[src/rtl/krz_sys_arbiter.sv]
// ---------------------------------------------------------------------------
// krz_sys_arbiter
//
// Two-master arbiter for the 24-bit system register bus (stb/ack). It shares
// the bus between the Kronos data-path requester (m0) and a second requester
// such as a loader or DMA engine (m1). Only one single-beat transaction is
// granted at a time. Priority is round-robin, and a watchdog aborts any
// transaction that the slave never acknowledges.
//
// Parameters
//   AWIDTH   address width shared by both masters and the slave
//   TIMEOUT  cycles a grant may wait for sys_ack_i (0 disables the watchdog)
//
// Ports
//   clk, RSTN                 clock, asynchronous active-low reset
//   mN_adr/dat/we/sel_i       master N request payload (N = 0, 1)
//   mN_stb_i                  master N request, held until mN_ack_o
//   mN_dat_o                  read data returned to master N
//   mN_ack_o                  one-cycle completion pulse to master N
//   mN_err_o                  qualifies mN_ack_o: the transaction timed out
//   sys_adr/dat/we/sel/stb_o  slave-side request, all zero outside a grant
//   sys_dat_i, sys_ack_i      slave read data and one-cycle acknowledge
//   busy_o                    a grant is active
//   tmo_cnt_o                 saturating count of timeouts since reset
// ---------------------------------------------------------------------------
module krz_sys_arbiter #(
   parameter int AWIDTH  = 24,
   parameter int TIMEOUT = 255
) (
   input  logic              clk,
   input  logic              RSTN,
   input  logic [AWIDTH-1:0] m0_adr_i,
   input  logic [31:0]       m0_dat_i,
   input  logic              m0_we_i,
   input  logic [3:0]        m0_sel_i,
   input  logic              m0_stb_i,
   output logic [31:0]       m0_dat_o,
   output logic              m0_ack_o,
   output logic              m0_err_o,
   input  logic [AWIDTH-1:0] m1_adr_i,
   input  logic [31:0]       m1_dat_i,
   input  logic              m1_we_i,
   input  logic [3:0]        m1_sel_i,
   input  logic              m1_stb_i,
   output logic [31:0]       m1_dat_o,
   output logic              m1_ack_o,
   output logic              m1_err_o,
   output logic [AWIDTH-1:0] sys_adr_o,
   output logic [31:0]       sys_dat_o,
   output logic              sys_we_o,
   output logic [3:0]        sys_sel_o,
   output logic              sys_stb_o,
   input  logic [31:0]       sys_dat_i,
   input  logic              sys_ack_i,
   output logic              busy_o,
   output logic [7:0]        tmo_cnt_o
);

   typedef enum logic [1:0] {
      IDLE = 2'd0,
      GNT0 = 2'd1,
      GNT1 = 2'd2
   } state_t;

   // The watchdog only has to reach TIMEOUT-1, so size it to that value.
   localparam int WW = (TIMEOUT > 1) ? $clog2(TIMEOUT) : 1;
   localparam logic [WW-1:0] WDOG_LAST = WW'((TIMEOUT > 0) ? TIMEOUT - 1 : 0);

   state_t        state_q, state_d;
   logic          lastGrant_q, lastGrant_d;
   logic [WW-1:0] wdog_q, wdog_d;
   logic [7:0]    tmoCnt_q, tmoCnt_d;

   logic granted;
   logic grantIdx;
   logic tmoHit;
   logic ackOut;
   logic errOut;
   logic [31:0] datOut;

   // Grant decode and watchdog expiry. An ack in the expiry cycle takes
   // precedence, so the expiry condition requires the ack to be absent.
   always_comb begin
      granted  = (state_q == GNT0) || (state_q == GNT1);
      grantIdx = (state_q == GNT1);
      tmoHit   = (TIMEOUT > 0) && granted && !sys_ack_i && (wdog_q == WDOG_LAST);
   end

   // Next-state logic. In IDLE the request is only registered, so a grant
   // appears one cycle after the request is seen. When both masters ask,
   // the one that was not served last wins. Acks seen in IDLE are stale
   // (left over from a timed-out slave) and are ignored.
   always_comb begin
      state_d     = state_q;
      lastGrant_d = lastGrant_q;
      wdog_d      = wdog_q;
      tmoCnt_d    = tmoCnt_q;
      case (state_q)
         IDLE: begin
            wdog_d = '0;
            if (m0_stb_i && (!m1_stb_i || lastGrant_q)) begin
               state_d = GNT0;
            end else if (m1_stb_i) begin
               state_d = GNT1;
            end
         end
         GNT0, GNT1: begin
            if (sys_ack_i || tmoHit) begin
               state_d     = IDLE;
               lastGrant_d = grantIdx;
               if (tmoHit && (tmoCnt_q != 8'hFF)) begin
                  tmoCnt_d = tmoCnt_q + 8'd1;
               end
            end else begin
               wdog_d = wdog_q + 1'b1;
            end
         end
         default: begin
            state_d = IDLE;
         end
      endcase
   end

   // State registers. Reset starts with last grant set to m1, so m0 wins
   // the first contended arbitration.
   always_ff @(posedge clk or negedge RSTN) begin
      if (!RSTN) begin
         state_q     <= IDLE;
         lastGrant_q <= 1'b1;
         wdog_q      <= '0;
         tmoCnt_q    <= 8'd0;
      end else begin
         state_q     <= state_d;
         lastGrant_q <= lastGrant_d;
         wdog_q      <= wdog_d;
         tmoCnt_q    <= tmoCnt_d;
      end
   end

   // Bus steering. The strobe drops in the ack cycle so that a registered
   // slave never sees a second strobe, and drops on timeout as well. The
   // completion pulse goes only to the granted master. A timed-out
   // transaction returns zero data with the error flag set.
   always_comb begin
      sys_adr_o = '0;
      sys_dat_o = '0;
      sys_we_o  = 1'b0;
      sys_sel_o = 4'h0;
      sys_stb_o = 1'b0;
      m0_dat_o  = '0;
      m0_ack_o  = 1'b0;
      m0_err_o  = 1'b0;
      m1_dat_o  = '0;
      m1_ack_o  = 1'b0;
      m1_err_o  = 1'b0;
      ackOut    = sys_ack_i || tmoHit;
      errOut    = tmoHit;
      datOut    = sys_ack_i ? sys_dat_i : 32'h0;
      if (granted) begin
         sys_stb_o = !sys_ack_i && !tmoHit;
         if (grantIdx) begin
            sys_adr_o = m1_adr_i;
            sys_dat_o = m1_dat_i;
            sys_we_o  = m1_we_i;
            sys_sel_o = m1_sel_i;
            m1_ack_o  = ackOut;
            m1_err_o  = errOut;
            m1_dat_o  = datOut;
         end else begin
            sys_adr_o = m0_adr_i;
            sys_dat_o = m0_dat_i;
            sys_we_o  = m0_we_i;
            sys_sel_o = m0_sel_i;
            m0_ack_o  = ackOut;
            m0_err_o  = errOut;
            m0_dat_o  = datOut;
         end
      end
   end

   assign busy_o    = granted;
   assign tmo_cnt_o = tmoCnt_q;

endmodule

[config.mk]
export PLATFORM = sky130hd
export DESIGN_NAME = krz_sys_arbiter
export DESIGN_NICKNAME = d
export VERILOG_FILES = /design/src/rtl/krz_sys_arbiter.sv
export SDC_FILE = /design/constraint.sdc
export NUM_CORES = 1
export LEC_CHECK = 0
export CORE_AREA = 5 5 114 116
export DETAILED_ROUTE_END_ITERATION = 7
export DIE_AREA = 0 0 119 121
export PLACE_DENSITY = 0.76
export SETUP_SLACK_MARGIN = 0.3
export SLEW_MARGIN = 20
export SYNTH_ARGS = -nofsm -noshare
export SYNTH_HDL_FRONTEND = slang
export SYNTH_SLANG_ARGS = --single-unit
[constraint.sdc]
create_clock -name clk -period 3.2 [get_ports clk]
set_input_delay 0.8 -clock clk [delete_from_list [all_inputs] [get_ports clk]]
set_output_delay 0.8 -clock clk [all_outputs]
set_load 0.02 [all_outputs]
# [Yosys cells after proc, flatten, opt, wreduce, memory -nomap -nowiden]
# Cells that the tools add are included.
[op_classes] n_addsub=2 n_bitwise=0 reduce_logical=18 mux=28 div=0 eq_ne=7 multipliers=0 n_lt_le_gt_ge=0 shift=0
[op_table] op="two-way mux 32 bit" n=7
[op_table] op="two-way mux 24 bit" n=2
[op_table] op="adder 8 x 1 -> 8 bit (second input constant)" n=2
[op_table] op="one-hot mux 8 bit (2 select lines)" n=1
[op_table] op="two-way mux 1 bit" n=11
[op_table] op="== test 8 bit (second input constant)" n=1
[op_table] op="two-way mux 4 bit" n=2
[op_table] op="two-way mux 8 bit" n=1
[op_table] op="inequality test 8 bit (second input constant)" n=1
[op_table] op="two-way mux 2 bit" n=3
[op_table] op="AND reduction 2 bit" n=3
[op_table] op="logical AND 1 bit" n=5
[op_table] op="inequality test 2 bit (second input constant)" n=2
[op_table] op="one-hot mux 2 bit (2 select lines)" n=1
[op_table] op="zero test 1 bit" n=3
[op_table] op="logical OR 1 bit" n=3
[op_table] op="inequality test 3 bit (second input constant)" n=1
[op_table] op="AND reduction 3 bit" n=1
[op_table] op="== test 2 x 1 -> 1 bit (second input constant)" n=1
[op_table] op="== test 2 bit (second input constant)" n=1
[op_table] op="zero test 2 bit" n=1
[op_table] op="nonzero test 2 bit" n=1
[op_table] op="OR reduction 2 bit" n=1
[word_totals] mem_count=0 latchBits=0 out_inout_bits=139 ramBits=0 in_bits=159 register_bits=19 rom_bits=0

# [Longest topological paths before layout]
[depth] word_depth=7 ltp_mapped=7 ltp_nobuf=7

# [Worst setup path after synthesis]
# Ideal clock, no wire load.
[synth_path] kind="flip-flop to output port" startpoint="reg state_q[0]" endpoint="out m1_dat_o[10]" t_arrival_ps=1800 t_required_ps=2400 path_slack_ps=600 path_stages_with_launch=7 cell_sequence="dfrtp_1 inv_1 ha_1 clkbuf_1 nand2_1 clkbuf_1 nor2_1"
[synth_via] elab_chain_len=3 elab_cells_between_ends=5 cone_classes="eq/ne: 2; mux: 2; reduce/logical: 1"
[synth_rtl] element="start: declaration" line_no="69" text="state_t state_q, state_d;"
[synth_rtl] element="start signal: assignment" line_no="133" text="state_q <= state_d;"
[synth_rtl] element="== test 2 x 1 -> 1 bit or == test 2 bit (tied branches)" line_no="84" text="granted = (state_q == GNT0) || (state_q == GNT1);"
[synth_rtl] element="logical OR 1 bit *" line_no="84"
[synth_rtl] element="net busy_o" line_no="55" text="output logic busy_o,"
[synth_rtl] element="two-way mux 32 bit *" line_no="159" text="if (granted) begin"
[synth_rtl] element="end: declaration" line_no="45" text="output logic [31:0] m1_dat_o,"
# The timed path passes the listed nets; every way through them passes the cells marked *.

# [Worst setup path in the final report]
[layout_path] startpoint="in sys_ack_i" endpoint="out m1_dat_o[27]"
[layout_via] elab_chain_len=3
[layout_rtl] element="start: declaration" line_no="54" text="input logic sys_ack_i,"
[layout_rtl] element="two-way mux 32 bit" line_no="158" text="datOut = sys_ack_i ? sys_dat_i : 32'h0;"
[layout_rtl] element="two-way mux 32 bit" line_no="161" text="if (grantIdx) begin"
[layout_rtl] element="two-way mux 32 bit" line_no="159"
# No other way between the ends.

==> summary.md <==
| Metric | Value |
|---|---|
| Final GP Congestion | 0.846 |
| CTS tree | done |
| Area Overhead vs Synth | 120% |
| Syn Area/Cell | 7.24 µm² |
| Number of flops mapped to enable cells by yosys | 0 |
| Power per cell area | 666 nW/µm² |
| Synth area leader | mux2i_1 |
| Worst-skew pair later-pin latency | 0.25 ns |
| VDD IR max | 0.232 mV |
| Crit path required time | 2.40 ns |
| DRT iter0 DRCs | 110 |
| Cells after Synth | 355 |
| Vias in the first global route | 3903 |
| Initial antenna violation count | 0 |
| Root Driver | clkbuf_16 |
| Fin util | 47.8% |
| Die H | 121 µm |
| YS warnings | 0 |
| Fin. Hold Viols | 0 |
| Row cnt | 40 |
| Final WS setup | 0.342 ns |
| Crit path capture type | primary output |
| Global-route wire length before repair | 20900 µm |
| Most common cell after layout, fill and taps aside | clkdlybuf4s50_1 |
| Setup tns final | 0 ns |
| Synthesized cell area | 2570 µm² |
| Core region area | 11800 µm² |
| CP Max Fanout | 14 |
| H-Tree Depth | 1 |
| Syn nets | 519 |
| DRC | 0 |
| Min cycle time layout | 2.86 ns |
| Top cells by area, synth | mux2i_1 25%, dfrtp_1 18%, nor2b_1 15%, nor2_1 11%, nand2_1 5.7% |
| Ys async rst share | 100% |
| CP startpoint kind | input pin |
| Kind of critical path | input pin to primary output |
| Flops & latches, synth | 19 |
| Die area | 14400 µm² |
| Yosys cell types | 42 |
| Worst-path clk slew | 0.05 ns |
| Final #Nets | 819 |
| Grt total ovfl | 0 |
| Die W | 119 µm |
| Vias per cell | 4.62 |
| Leak Pwr | 2.71 nW |
| FF+latch area | 477 µm² |
| Max Cap Violations | 0 |
| Sequential fraction of the synthesis area | 18.5% |
| Largest net degree at the start of global routing | 41 |
| Clock tree buffer depth | 2 |
| Pre-Repair DR Iteration Count | 4 |
| Final ANT Viol Nets | 0 |
| Initial Util | 21.8% |
| Final setup fails | 0 |
| Layout cells sized above 1 | 15.1% |
| Ports | 298 |
| CP Data Arrival Time | 2.06 ns |
| # port buffers | 297 |
| Period utilisation layout | 89.3% |
| Max_slew headroom | 39.7% |
| Unrepaired setup endpoints after global routing | false |
| Footprint of the multi-input gates | 1990 µm² |
| Status | finished clean |
| Dpl ws | -0.0936 ns |
| WL per Instance | 17.1 µm |
| Most frequent cells in the layout | 167 x clkdlybuf4s50_1, 72 x nor2_1, 71 x dlygate4sd2_1 |
| Ant diodes | 0 |
| Fill count | 1190 |
| Main flop type after synthesis | dfrtp_1 |
| Total Wirelength | 13700 µm |
| Hold crit path type | register to register |
| Final HPWL DP | 11500 µm |
| Total CTS buffers | 3 |
| Fmax | 350 MHz |
| GRT Util Overall | 17.8% |
| Synth top area share | 24.5% |
| Clock Sinks | 19 |
| Max Slew Vio Count | 0 |
| Vias | 3697 |
| Worst Max-Slew Pin Slew | 0.902 ns |
| Layout Skew | 0.00428 ns |
-- metal layers --
layer	global-route usage, %	part of all wire [%]
met1	20.2	39
met2	31.9	51
met3	6.20	8.9
met4	3.84	1.8
met5	0	0
-- path summary, 6_finish.rpt --
check	from	end	slack, ns	cells after the start
setup reg to reg	state_q[1]	wdog_q[6]	1.07	9
setup / recovery	sys_ack_i	m1_dat_o[27]	0.34	6
hold reg to reg	lastGrant_q	lastGrant_q	0.50	1
hold / removal	lastGrant_q	lastGrant_q	0.50	1
max in group asynchronous	RSTN	wdog_q[5]	1.59	1
min in group asynchronous	RSTN	wdog_q[4]	1.06	1
-- critical path: stages --
cell             delay, ns
clkdlybuf4s50_1       0.51
buf_12                0.15
buf_12                0.13
nand2_1               0.08
nor2_1                0.17
clkbuf_2              0.21
-- where the power goes --
group | internal (mW) | switching [mW] | total, mW
clock network | 0.168 | 0.0957 | 0.263
registers | 0.267 | 0.0241 | 0.291
logic | 1.42 | 1.79 | 3.21
-- flip-flops by register name, summed over array words and instances, names as in the netlist --
signal / flops
tmo_cnt_o: 8
wdog_q: 8
lastGrant_q: 1
state_q: 2
-- layout make-up --
class	count	area share, %
well taps	147	3.26
multi-input cells	304	35.3
repair buffers	321	51.2
flip-flops and latches	19	8.44
clock inverters	1	0.0886
clock buffers	3	1.33
inverters	6	0.399
-- cells by family (layout without fill, tap and decap cells) --
family	Yosys count	in the layout	synth area share, %
adders and majority gates	5	5	2.43
buffers and inverters	32	331	5.16
muxes	65	65	25.4
and+or+nand+nor	205	205	40.0
AOI/OAI and AO/OA	23	23	6.42
DFF	19	19	18.5
xor gates and xnor gates	6	6	2.04
-- synth_stat cells (2+ instances only) --
| library cell | instances |
|---|---|
| a41oi_1 | 2 |
| nand2b_1 | 4 |
| nand4_1 | 6 |
| o211a_1 | 2 |
| inv_1 | 5 |
| a211o_1 | 2 |
| nor2_1 | 72 |
| o21ai_0 | 6 |
| dfrtp_1 | 18 |
| xor2_1 | 6 |
| nor2b_1 | 61 |
| a31oi_1 | 2 |
| and3_1 | 2 |
| mux2i_1 | 63 |
| buf_2 | 7 |
| nand3_1 | 7 |
| clkbuf_1 | 17 |
| nand2_1 | 39 |
| ha_1 | 5 |
| mux2_2 | 2 |
| a21oi_1 | 2 |
| nor4_1 | 3 |
| nor3_1 | 3 |
-- through the flow --
| stage | hold WS, ns | instance area (µm²) | total power, mW | instances |
|---|---|---|---|---|
| final | 0.497 | 5650 | 3.77 | 801 |
| after floorplan | 0.466 | 2570 | 2.17 | 355 |
| after global routing | 0.506 | 5650 | 4.01 | 801 |
| after CTS | 0.501 | 5920 | 3.85 | 800 |
| after global placement | 0.484 | 5840 | 3.78 | 790 |
| after detailed placement | 0.490 | 5840 | 3.82 | 790 |
-- timing repair --
item                                    4_1_cts  5_1_grt
pin swaps                                     1        0
hold buffers                                  0        0
gates resized for setup                     200       68
endpoints found under the setup margin      131       59
buffers inserted                              6        1
(Power assumes the default switching activity.)
